--- config.mk ---
export PLATFORM = sky130hd
export DESIGN_NAME = counter_arbiter
export DESIGN_NICKNAME = d
export VERILOG_FILES = /design/src/rtl/counter_arbiter_pkg.sv /design/src/rtl/counter_arbiter_count_unit.sv /design/src/rtl/counter_arbiter.sv
export SDC_FILE = /design/constraint.sdc
export NUM_CORES = 1
export LEC_CHECK = 0
export CAP_MARGIN = 20
export CORE_MARGIN = 2
export CORE_UTILIZATION = 49
export CTS_CLUSTER_DIAMETER = 100
export DETAILED_ROUTE_END_ITERATION = 10
export PLACE_DENSITY = 0.85
export SLEW_MARGIN = 15
export SYNTH_ARGS = -nofsm -noshare
export SYNTH_HDL_FRONTEND = slang
export SYNTH_SLANG_ARGS = --single-unit
--- constraint.sdc ---
create_clock -name clk -period 3.2 [get_ports clk]
set_input_delay 0.64 -clock clk [delete_from_list [all_inputs] [get_ports clk]]
set_output_delay 0.64 -clock clk [all_outputs]
set_load 0.01 [all_outputs]
--- src/rtl/counter_arbiter_pkg.sv ---
// counter_arbiter_pkg
//   Shared types, default sizes and round-robin helpers for counter_arbiter.
//   Contents:
//     arb_state_t    FSM state encoding (IDLE, COUNT, DONE)
//     DEFAULT_*      default N_REQ / WIDTH
//     MAX_REQ        widest request vector the helper functions accept
//     rr_pick        one-hot winner: first set request at/after ptr, wrapping mod n
//     onehot_to_idx  index of the set bit in a one-hot vector
package counter_arbiter_pkg;

    localparam int DEFAULT_N_REQ = 4;
    localparam int DEFAULT_WIDTH = 4;
    localparam int MAX_REQ       = 32;

    typedef enum logic [1:0] {
        IDLE  = 2'd0,
        COUNT = 2'd1,
        DONE  = 2'd2
    } arb_state_t;

    // Scans n requesters starting at ptr; the first set request wins.
    function automatic logic [MAX_REQ-1:0] rr_pick(input logic [MAX_REQ-1:0] req,
                                                   input int ptr,
                                                   input int n);
        logic [MAX_REQ-1:0] oh;
        logic               found;
        int                 idx;
        oh    = '0;
        found = 1'b0;
        for (int i = 0; i < MAX_REQ; i++) begin
            if (i < n && !found) begin
                idx = (ptr + i) % n;
                if (req[idx]) begin
                    oh[idx] = 1'b1;
                    found   = 1'b1;
                end
            end
        end
        return oh;
    endfunction

    function automatic int onehot_to_idx(input logic [MAX_REQ-1:0] oh);
        int idx;
        idx = 0;
        for (int i = 0; i < MAX_REQ; i++) begin
            if (oh[i]) idx = i;
        end
        return idx;
    endfunction

endpackage

--- src/rtl/counter_arbiter_count_unit.sv ---
// arb_count_unit
//   WIDTH-bit up-counter with synchronous clear, count enable, and a loadable
//   limit register; at_limit flags count == limit.
//   Ports:
//     clk       in   clock, posedge
//     reset     in   synchronous active-low reset
//     clear     in   force count to 0 (wins over enable)
//     load      in   capture limit_in into the limit register
//     enable    in   increment count by 1
//     limit_in  in   WIDTH  new limit
//     count     out  WIDTH  current count
//     at_limit  out  count equals the stored limit
module arb_count_unit #(
    parameter int WIDTH = 4
) (
    input  logic             clk,
    input  logic             reset,
    input  logic             clear,
    input  logic             load,
    input  logic             enable,
    input  logic [WIDTH-1:0] limit_in,
    output logic [WIDTH-1:0] count,
    output logic             at_limit
);

    logic [WIDTH-1:0] limit;

    // NOTE: sequential state uses non-blocking assignments so every register
    // samples pre-edge values, independent of statement order.
    always_ff @(posedge clk) begin
        if (!reset) begin
            count <= '0;
            limit <= '0;
        end else begin
            if (load) limit <= limit_in;
            if (clear) begin
                count <= '0;
            end else if (enable) begin
                count <= count + WIDTH'(1);
            end
        end
    end

    assign at_limit = (count == limit);

endmodule

--- src/rtl/counter_arbiter.sv ---
// counter_arbiter
//   Shares one WIDTH-bit up-counter among N_REQ requesters. A round-robin
//   pick chooses the winner, whose length is latched; the FSM clears the
//   counter, counts up to that length, then pulses done for one cycle.
//   Optional build macro: COUNTER_ARB_ABORT_EN -- when defined, dropping the
//   winner's req during COUNT aborts the run (back to IDLE, no done pulse).
//   Ports:
//     clk    in   clock, posedge
//     reset  in   synchronous active-low reset
//     req    in   N_REQ        level request per requester
//     len    in   N_REQ*WIDTH  packed lengths, len[i*WIDTH +: WIDTH] for requester i
//     gnt    out  N_REQ        one-hot grant, zero when not counting
//     busy   out  high while not IDLE
//     done   out  N_REQ        one-cycle one-hot completion pulse
//     count  out  WIDTH        shared counter value
module counter_arbiter
    import counter_arbiter_pkg::*;
#(
    parameter int N_REQ = DEFAULT_N_REQ,
    parameter int WIDTH = DEFAULT_WIDTH
) (
    input  logic                   clk,
    input  logic                   reset,
    input  logic [N_REQ-1:0]       req,
    input  logic [N_REQ*WIDTH-1:0] len,
    output logic [N_REQ-1:0]       gnt,
    output logic                   busy,
    output logic [N_REQ-1:0]       done,
    output logic [WIDTH-1:0]       count
);

    localparam int IDX_W = $clog2(N_REQ);

    arb_state_t         state;
    logic [IDX_W-1:0]   ptr;
    logic [IDX_W-1:0]   win_idx;
    logic [MAX_REQ-1:0] pick_oh;
    logic [IDX_W-1:0]   pick_idx;
    logic [IDX_W-1:0]   next_ptr;
    logic               start;
    logic               abort;
    logic               at_limit;
    logic               cnt_clear;
    logic               cnt_en;

    assign pick_oh  = rr_pick(MAX_REQ'(req), int'(ptr), N_REQ);
    assign pick_idx = IDX_W'(onehot_to_idx(pick_oh));
    assign next_ptr = (int'(win_idx) == N_REQ - 1) ? '0 : win_idx + IDX_W'(1);
    assign start    = (state == IDLE) && (|req);

`ifdef COUNTER_ARB_ABORT_EN
    assign abort = (state == COUNT) && !req[win_idx];
`else
    assign abort = 1'b0;
`endif

    // Counter is cleared on grant, on leaving DONE and on abort, so it reads 0 in IDLE.
    assign cnt_clear = start || (state == DONE) || abort;
    assign cnt_en    = (state == COUNT) && !at_limit && !abort;

    arb_count_unit #(.WIDTH(WIDTH)) u_count (
        .clk      (clk),
        .reset    (reset),
        .clear    (cnt_clear),
        .load     (start),
        .enable   (cnt_en),
        .limit_in (len[int'(pick_idx)*WIDTH +: WIDTH]),
        .count    (count),
        .at_limit (at_limit)
    );

    always_ff @(posedge clk) begin
        if (!reset) begin
            state   <= IDLE;
            gnt     <= '0;
            done    <= '0;
            ptr     <= '0;
            win_idx <= '0;
        end else begin
            case (state)
                IDLE: begin
                    if (start) begin
                        gnt     <= pick_oh[N_REQ-1:0];
                        win_idx <= pick_idx;
                        state   <= COUNT;
                    end
                end
                COUNT: begin
                    // Abort outranks reaching the limit in the same cycle.
                    if (abort) begin
                        gnt   <= '0;
                        ptr   <= next_ptr;
                        state <= IDLE;
                    end else if (at_limit) begin
                        done  <= gnt;
                        gnt   <= '0;
                        state <= DONE;
                    end
                end
                DONE: begin
                    done  <= '0;
                    ptr   <= next_ptr;
                    state <= IDLE;
                end
                default: state <= IDLE;
            endcase
        end
    end

    assign busy = (state != IDLE);

endmodule

==> results of run 1 <==
[per-stage QoR]
step / setup WS (ps) / power (uW)
after detailed placement: 223 / 882
after CTS: 576 / 1100
after global routing: 382 / 1170
final: 539 / 1100
after global placement: 329 / 867
after floorplan: 726 / 733
[cell families after synthesis]
kind of cell,Yosys count,share of synthesized area [%]
and+or+nand+nor,63,21.6
AOI/OAI and AO/OA,47,23.2
DFF,22,31.2
buffers and inverters,11,3.73
adders and majority gates,9,7.99
xor gates and xnor gates,7,4.35
muxes,7,7.81
[registers in the layout, summed over array words and instances, names as in the netlist]
name and count:
done 4, gnt 4, ptr 2, state 2
u_count.count 4, u_count.limit 4, win_idx 2
[final timing paths]
path         slack (ps)   start               end  cells past startpoint
max                 540  req[1]  u_count.limit[2]                      6
min                 480  gnt[2]           done[2]                      2
max reg2reg         570  ptr[1]  u_count.limit[2]                      8
min reg2reg         480  gnt[2]           done[2]                      2
[report_power, final]
group	switching [uW]	leakage (uW)	internal, uW	total (uW)
Sequential	49.7	0.000180	331	381
Combinational	275	0.000498	228	503
Clock	94.4	0.0000279	127	221
Total	419	0.000706	686	1100
[cell usage in the layout (no fill, tap or decap), types with 5 or more instances in the layout]
cell and instances:
nor2_1 20, a21oi_1 13, xor2_1 6, nand2_1 15
nand3_1 7, clkdlybuf4s50_1 34, inv_1 5, ha_1 9
dfxtp_1 22, a211oi_1 5
[area by class of cell]
type	instances	area, um2
multi-input combinational	133	917
fill	214	903
sequential	22	440
timing repair buffer	37	363
tap	31	38.8
clock inverter	1	30.0
clock buffer	3	22.5
inverter	5	18.8
[worst max-delay path: cells and delay by family]
kind                   cells  cell delay (ps)
AO/OA/AOI/OAI              4             1170
buffers and inverters      1              470
multiplexers               1              590
[per-layer routing]
layer	part of all wire (%)	wire length, um	vias up	GRT usage, %
li1	-	-	683	-
met4	1.4	48	0	7.31
met5	0	0	-	0
met2	48	1660	55	36.4
met3	5.8	200	8	4.24
met1	45	1540	651	27.6
==> summary.md, run 1 <==
| Metric | Value |
|---|---|
| Setup Buffers After CTS | 0 |
| Setup violations, final | 0 |
| Placed cell area | 1780 um2 |
| Fin cells | 232 |
| RSZ-0062 raised after global routing | false |
| Crit-path max FO | 8 |
| Slowest CP cell | mux4_2 |
| Hold_ws | 476 ps |
| Crit path launch type | primary input |
| Pwr Density | 604 nW/um2 |
| Syn_area_per_cell | 8.49 um2 |
| Worst Setup End Kind | flip-flop |
| # DRC | 0 |
| Syn Std Cell Area | 1410 um2 |
| Area contributors post-synth | dfxtp_1 (31%), ha_1 (8.0%), nor2_1 (5.3%) |
| Ant diodes | 0 |
| Port Buffers | 34 |
| Detailed Place HPWL | 2650 um |
| Seq/Total Area, Yosys | 31.2% |
| Post-synth EDFFs | 0 |
| DIE WIDTH | 57.6 um |
| Final period util | 83.2% |
| CORE AREA | 2730 um2 |
| Reg clk slew, reported paths | 130 ps |
| Vias in the first global route | 1,307 |
| Final core area utilization | 67.0% |
| Chip height | 57.6 um |
| Hold buffers post-CTS | 0 |
| Flops & latches, synth | 22 |
| H-tree Lvls | 1 |
| Fmax | 0.376 GHz |
| Final WL | 3450 um |
| Crit-path cells | clkdlybuf4s50_1 -> mux4_2 -> o311ai_1 -> o211ai_1 -> a211oi_1 -> o32ai_1 |
| Via Count | 1,397 |
| Hold WC Path Type | flip-flop to flip-flop |
| Clock Tree Buf Depth | 2 |
| Vias per inst | 6.02 |
| Worst path arrival time | 2860 ps |
| Final Net Count | 233 |
| Static leakage | 0.000706 uW |
| Data required time of the worst path | 3400 ps |
| Worst stage delay on the critical path | 590 ps |
| Async SR Flop Fraction | 0% |
| Cts repair resizes | 0 |
| Mapped Cells | 166 |
| First-pass GRT wire length | 5730 um |
| Post-synth top area share | 31.2% |
| Initial Util | 51.6% |
| Num CTS Buffers | 3 |
| CTS tree | done |
| Syn. warnings | 0 |
| Most frequent cell after synthesis | dfxtp_1 |
| Design Area, Final | 1830 um2 |
| Slew @ Worst Pin | 917 ps |
| Main synth FF type | dfxtp_1 |
| Share of layout cells above drive strength 1 | 7.46% |
| Endpoints failing hold | 0 |
| Final GP Congestion | 0.867 |
| WS Path Type | primary input to flip-flop |
| Grt ovf | 0 |
| Root Driver | clkbuf_4 |
| Io pins | 35 |
| Max cap viols | 0 |
| Commonest cells in the netlist | dfxtp_1 (22), nor2_1 (20), nand2_1 (15) |
| DRT iter0 DRCs | 52 |
| WL/cell | 14.9 um |
| Slew headroom | 38.7% |
| Die area | 3320 um2 |
| Antenna violations before repair | 0 |
| Status | complete, no violations |
| Worst-Skew Late Latency | 320 ps |
| First-pass detailed-route iteration total | 4 |
| Yosys cell types | 42 |
| # placed instances | 228 |
| DRT antenna net count | 0 |
| GRT Overall Usage | 21.6% |
| Site Rows | 19 |
| Worst vdd ir | 0.462 mV |
| CTS sink count | 22 |
| Largest area contributor in the synthesized netlist | dfxtp_1 |
| Min Clock Period, post-route | 2660 ps |
| Setup Skew | 2.10 ps |
| Synth-to-layout area growth | 29.8% |
| Syn nets | 197 |
| Setup tns final | 0 ps |
| Pins Over Slew Limit | 0 |
| Largest net degree at the start of global routing | 17 |
(Power assumes the default switching activity.)
==> inputs of run 2 (changes only) <==
- CORE_UTILIZATION: 49 -> 44
- PLACE_DENSITY: 0.85 -> 0.8
- clock period: 3.2 -> 2.2 ns (I/O delays scaled with it)
==> summary.md, run 2 (synthesized netlist as in run 1, its figures left out) <==
| Metric | Value |
|---|---|
| Min Clock Period, post-route | 2370 ps |
| Io pins | 35 |
| Share of layout cells above drive strength 1 | 20.5% |
| Crit path launch type | flip-flop |
| DIE WIDTH | 60.6 um |
| Static leakage | 0.000811 uW |
| Hold WC Path Type | flip-flop to flip-flop |
| Grt ovf | 0 |
| Num CTS Buffers | 3 |
| First-pass GRT wire length | 6570 um |
| Setup Skew | 8.36 ps |
| Initial Util | 46.2% |
| Pins Over Slew Limit | 0 |
| Largest net degree at the start of global routing | 17 |
| Commonest non-fill, non-tap cell in the layout | clkdlybuf4s50_1 |
| CP delay by family, top | compound AO/OA/AOI/OAI gates |
| Antenna violations before repair | 0 |
| Setup violations, final | 8 |
| # DRC | 0 |
| Vias per inst | 5.85 |
| Fin cells | 263 |
| WL/cell | 15.7 um |
| CTS tree | done |
| CORE AREA | 3050 um2 |
| Clock Tree Buf Depth | 2 |
| First-pass detailed-route iteration total | 4 |
| Reg clk slew, reported paths | 130 ps |
| Comb pwr share | 51.4% |
| Synth-to-layout area growth | 48.2% |
| Worst Setup End Kind | flip-flop |
| DRT antenna net count | 0 |
| Worst stage delay on the critical path | 390 ps |
| Max cap viols | 0 |
| Slew headroom | 51.4% |
| Crit-path cells | clkinvlp_4 -> ha_4 -> mux2_4 -> and3_4 -> o311ai_4 -> o211ai_1 -> buf_4 -> o21a_1 -> a21oi_1 |
| Status | complete, but fails checks |
| Switch share | 37.6% |
| Via Count | 1,539 |
| Clock power frac | 17.3% |
| Site Rows | 20 |
| GRT Overall Usage | 23.6% |
| Sequential share of power | 31.3% |
| Fmax | 0.423 GHz |
| Ant diodes | 0 |
| Final core area utilization | 68.4% |
| Chip height | 60.6 um |
| Slew @ Worst Pin | 728 ps |
| Slowest CP cell | dfxtp_4 |
| CTS sink count | 22 |
| Failing checks | setup timing |
| Endpoints failing hold | 0 |
| DRT iter0 DRCs | 71 |
| WP buf/inv | 2 |
| Commonest cells after routing, fill and taps aside | clkdlybuf4s50_1 (30), dfxtp_1 (21), buf_4 (19) |
| # fillers | 249 |
| Port Buffers | 34 |
| Worst vdd ir | 0.629 mV |
| Worst-Skew Late Latency | 310 ps |
| WS Path Type | flip-flop to flip-flop |
| Final Net Count | 251 |
| Switching Power | 674 uW |
| Data required time of the worst path | 2450 ps |
| Final WS setup | -166 ps |
| Detailed Place HPWL | 2960 um |
| Final WL | 4120 um |
| H-tree Lvls | 1 |
| Setup tns final | -808 ps |
| Worst path arrival time | 2610 ps |
| Final period util | 108% |
| Die area | 3670 um2 |
| Hold buffers post-CTS | 0 |
| Crit-path max FO | 5 |
| Vias in the first global route | 1,507 |
| RSZ-0062 raised after global routing | true |
| P_int | 1120 uW |
| Pwr Density | 857 nW/um2 |
| Final GP Congestion | 0.988 |
| # placed instances | 252 |
| Root Driver | clkbuf_4 |
-- run 2: changes by cell type in the layout (fill, tap and decap cells not counted), sizes merged --
cell	before	now
buf	3	21
clkdlybuf4s50	34	30
clkinvlp	0	1
dlygate4sd2	0	4
inv	5	4
-- run 2: cell type report --
class	count	area, um2	share of cell area [%]
multi-input cells	133	1010	48.4
clock inverters	1	30.0	1.44
clock buffers	3	22.5	1.08
inverters	5	22.5	1.08
well taps	44	55.1	2.63
flip-flops and latches	22	444	21.3
repair buffers	55	504	24.1
-- run 2: timing repair --
item                       4_1_cts  5_1_grt
setup endpoints to repair        8        9
buffers inserted                 7        0
gates resized for setup         14        2
pin swaps                        6        4
-- run 2: worst paths after layout --
path,to,startpoint,slack (ps),cells past startpoint
setup / recovery,win_idx[0],ptr[0],-170,9
hold / removal,done[3],done[3],480,2
setup reg to reg,win_idx[0],ptr[0],-170,9
hold reg to reg,done[3],done[3],480,2
-- run 2: worst register-to-register path: cells and delay by family (launching register included) --
| family | cells | cell delay (ps) |
|---|---|---|
| buf+inv | 2 | 310 |
| compound gates | 4 | 760 |
| mux | 1 | 340 |
| fa+ha+maj | 1 | 300 |
| simple gates | 1 | 200 |
| flops | 1 | 390 |
-- run 2: power by group through the flow --
| stage | clock network, uW | registers [uW] | logic [uW] |
|---|---|---|---|
| floorplan | 0 | 560 | 535 |
| global placement | 0 | 557 | 798 |
| detailed placement | 0 | 564 | 833 |
| CTS | 312 | 556 | 894 |
| global route | 332 | 567 | 1000 |
| finish | 310 | 560 | 921 |
-- run 2: layer usage --
layer  global-route usage (%)  part of all wire [%]  vias up  routed length [um]
met2                     43.5                    51       72                2110
li1                         -                     -      718                   -
met3                     4.05                   6.7        6                 278
met4                     6.21                   1.4        0                  58
met5                        0                     0        -                   0
met1                     28.3                    41      743                1680
-- run 2: metrics by stage --
stage	hold WS [ps]	worst slack [ps]	area [um2]	power, uW
CTS	486	-175	2080	1760
finish	482	-166	2090	1790
floorplan	488	-137	1470	1100
detailed placement	468	-545	1930	1400
global route	506	-239	2090	1900
global placement	452	-440	1930	1360
==> inputs of run 3 (changes only) <==
- REMOVE_ABC_BUFFERS: default -> 1
==> summary.md, run 3 (synthesized netlist as in run 1, its figures left out) <==
| Metric | Value |
|---|---|
| DIE WIDTH | 60.6 um |
| Hold buffers post-CTS | 0 |
| Switching Power | 702 uW |
| Crit path launch type | flip-flop |
| Pre-CTS setup slack | -553 ps |
| # DRC | 0 |
| FF-to-FF path depth | 9 |
| Site Rows | 20 |
| Endpoints failing hold | 0 |
| Clock Tree Buf Depth | 2 |
| Crit-path max FO | 6 |
| Pins Over Slew Limit | 0 |
| Die area | 3670 um2 |
| Setup tns final | -271 ps |
| Setup Skew | 7.50 ps |
| Fmax | 0.434 GHz |
| Worst vdd ir | 0.463 mV |
| Clock power frac | 12.6% |
| Vias in the first global route | 1,443 |
| P_int | 1090 uW |
| Chip height | 60.6 um |
| Setup violations, final | 5 |
| CORE AREA | 3050 um2 |
| Worst path arrival time | 2490 ps |
| Slew headroom | 53.4% |
| Share of layout cells above drive strength 1 | 29.5% |
| Via Count | 1,497 |
| Vias per inst | 5.52 |
| Worst Setup EP | u_count.limit[3] |
| Final core area utilization | 71.1% |
| Initial Util | 46.2% |
| Slew @ Worst Pin | 698 ps |
| Synth-to-layout area growth | 53.9% |
| CTS tree | done |
| Crit path from | ptr[0] |
| Commonest non-fill, non-tap cell in the layout | clkdlybuf4s50_1 |
| Worst-Skew Late Latency | 310 ps |
| WL/cell | 15.0 um |
| DRT iter0 DRCs | 59 |
| R2r setup slk | -100 ps |
| Final GP Congestion | 0.999 |
| WS Path Type | flip-flop to flip-flop |
| Ant diodes | 0 |
| Io pins | 35 |
| Static leakage | 0.000858 uW |
| Pwr Density | 826 nW/um2 |
| Max cap viols | 0 |
| Antenna violations before repair | 0 |
| RSZ-0062 raised after global routing | true |
| Grt ovf | 0 |
| Commonest cells after routing, fill and taps aside | clkdlybuf4s50_1 (30), buf_4 (27), dfxtp_1 (20) |
| # fillers | 231 |
| Hold WC Path Type | flip-flop to flip-flop |
| First-pass detailed-route iteration total | 5 |
| Final WL | 4060 um |
| Failing checks | setup timing |
| Switch share | 39.2% |
| Detailed Place HPWL | 2810 um |
| Sequential share of power | 31.1% |
| Worst Setup End Kind | flip-flop |
| GRT Overall Usage | 23.2% |
| CTS sink count | 22 |
| Hold_ws | 474 ps |
| Reg clk slew, reported paths | 130 ps |
| Largest net degree at the start of global routing | 17 |
| Status | complete, but fails checks |
| Final Net Count | 259 |
| Root Driver | clkbuf_4 |
| Final period util | 105% |
| H-tree Lvls | 1 |
| Final WS setup | -103 ps |
| Data required time of the worst path | 2390 ps |
| Min Clock Period, post-route | 2300 ps |
| Comb pwr share | 56.3% |
| FF-to-FF End | u_count.limit[3] |
| First-pass GRT wire length | 6390 um |
| Reg-to-reg startpoint | ptr[0] |
| Port Buffers | 34 |
| Num CTS Buffers | 3 |
| DRT antenna net count | 0 |
## run 3: final cells by class
cell class,instances,area (um2),share of cell area (%)
Clock buffer,4,36.3,1.67
Inverter,5,18.8,0.865
Multi-Input combinational cell,133,1050,48.5
Sequential cell,22,443,20.4
Tap cell,44,55.1,2.54
Timing Repair Buffer,63,564,26.0
## run 3: worst min path at each step
stage                     startpoint       to  slack, ps  cells after the start
final                        done[3]  done[3]        470                      2
after floorplan               gnt[3]  done[3]        490                      2
after CTS                    done[3]  done[3]        480                      2
after detailed placement     done[3]  done[3]        460                      2
after global routing         done[0]  done[0]        500                      2
after global placement       done[2]  done[2]        450                      2
## run 3: worst max-delay path: stages (launching register included)
cell	delay (ps)
dfxtp_2	380
inv_2	60
ha_4	290
mux2_4	320
and3_4	160
o311ai_4	320
o211ai_1	150
buf_4	190
a211oi_2	200
o32ai_1	120
## run 3: routing by layer
layer  part of all wire (%)  global-route usage (%)  up-vias
li1                       -                       -      731
met1                     42                    28.2      705
met2                     51                    41.3       51
met3                    4.2                    4.26       10
met4                    2.5                    7.45        0
met5                      0                       0        -
## run 3: stage by stage
stage	instance area, um2	cells	total power (uW)
global route	2170	271	1900
finish	2170	271	1790
CTS	2120	269	1730
global placement	1910	256	1360
detailed placement	1910	256	1390
floorplan	1380	160	1040
## run 3: what timing repair did
| action | CTS | global route |
|---|---|---|
| setup buffers | 9 | 2 |
| pin swaps | 12 | 6 |
| endpoints found under the setup margin | 9 | 10 |
| resized for setup | 36 | 7 |
## run 3: power groups by stage
stage / registers, uW / logic [uW] / clock network (uW)
after floorplan: 565 / 476 / 0
after global placement: 557 / 804 / 0
after detailed placement: 562 / 824 / 0
after CTS: 556 / 947 / 223
after global routing: 565 / 1100 / 238
final: 557 / 1010 / 226
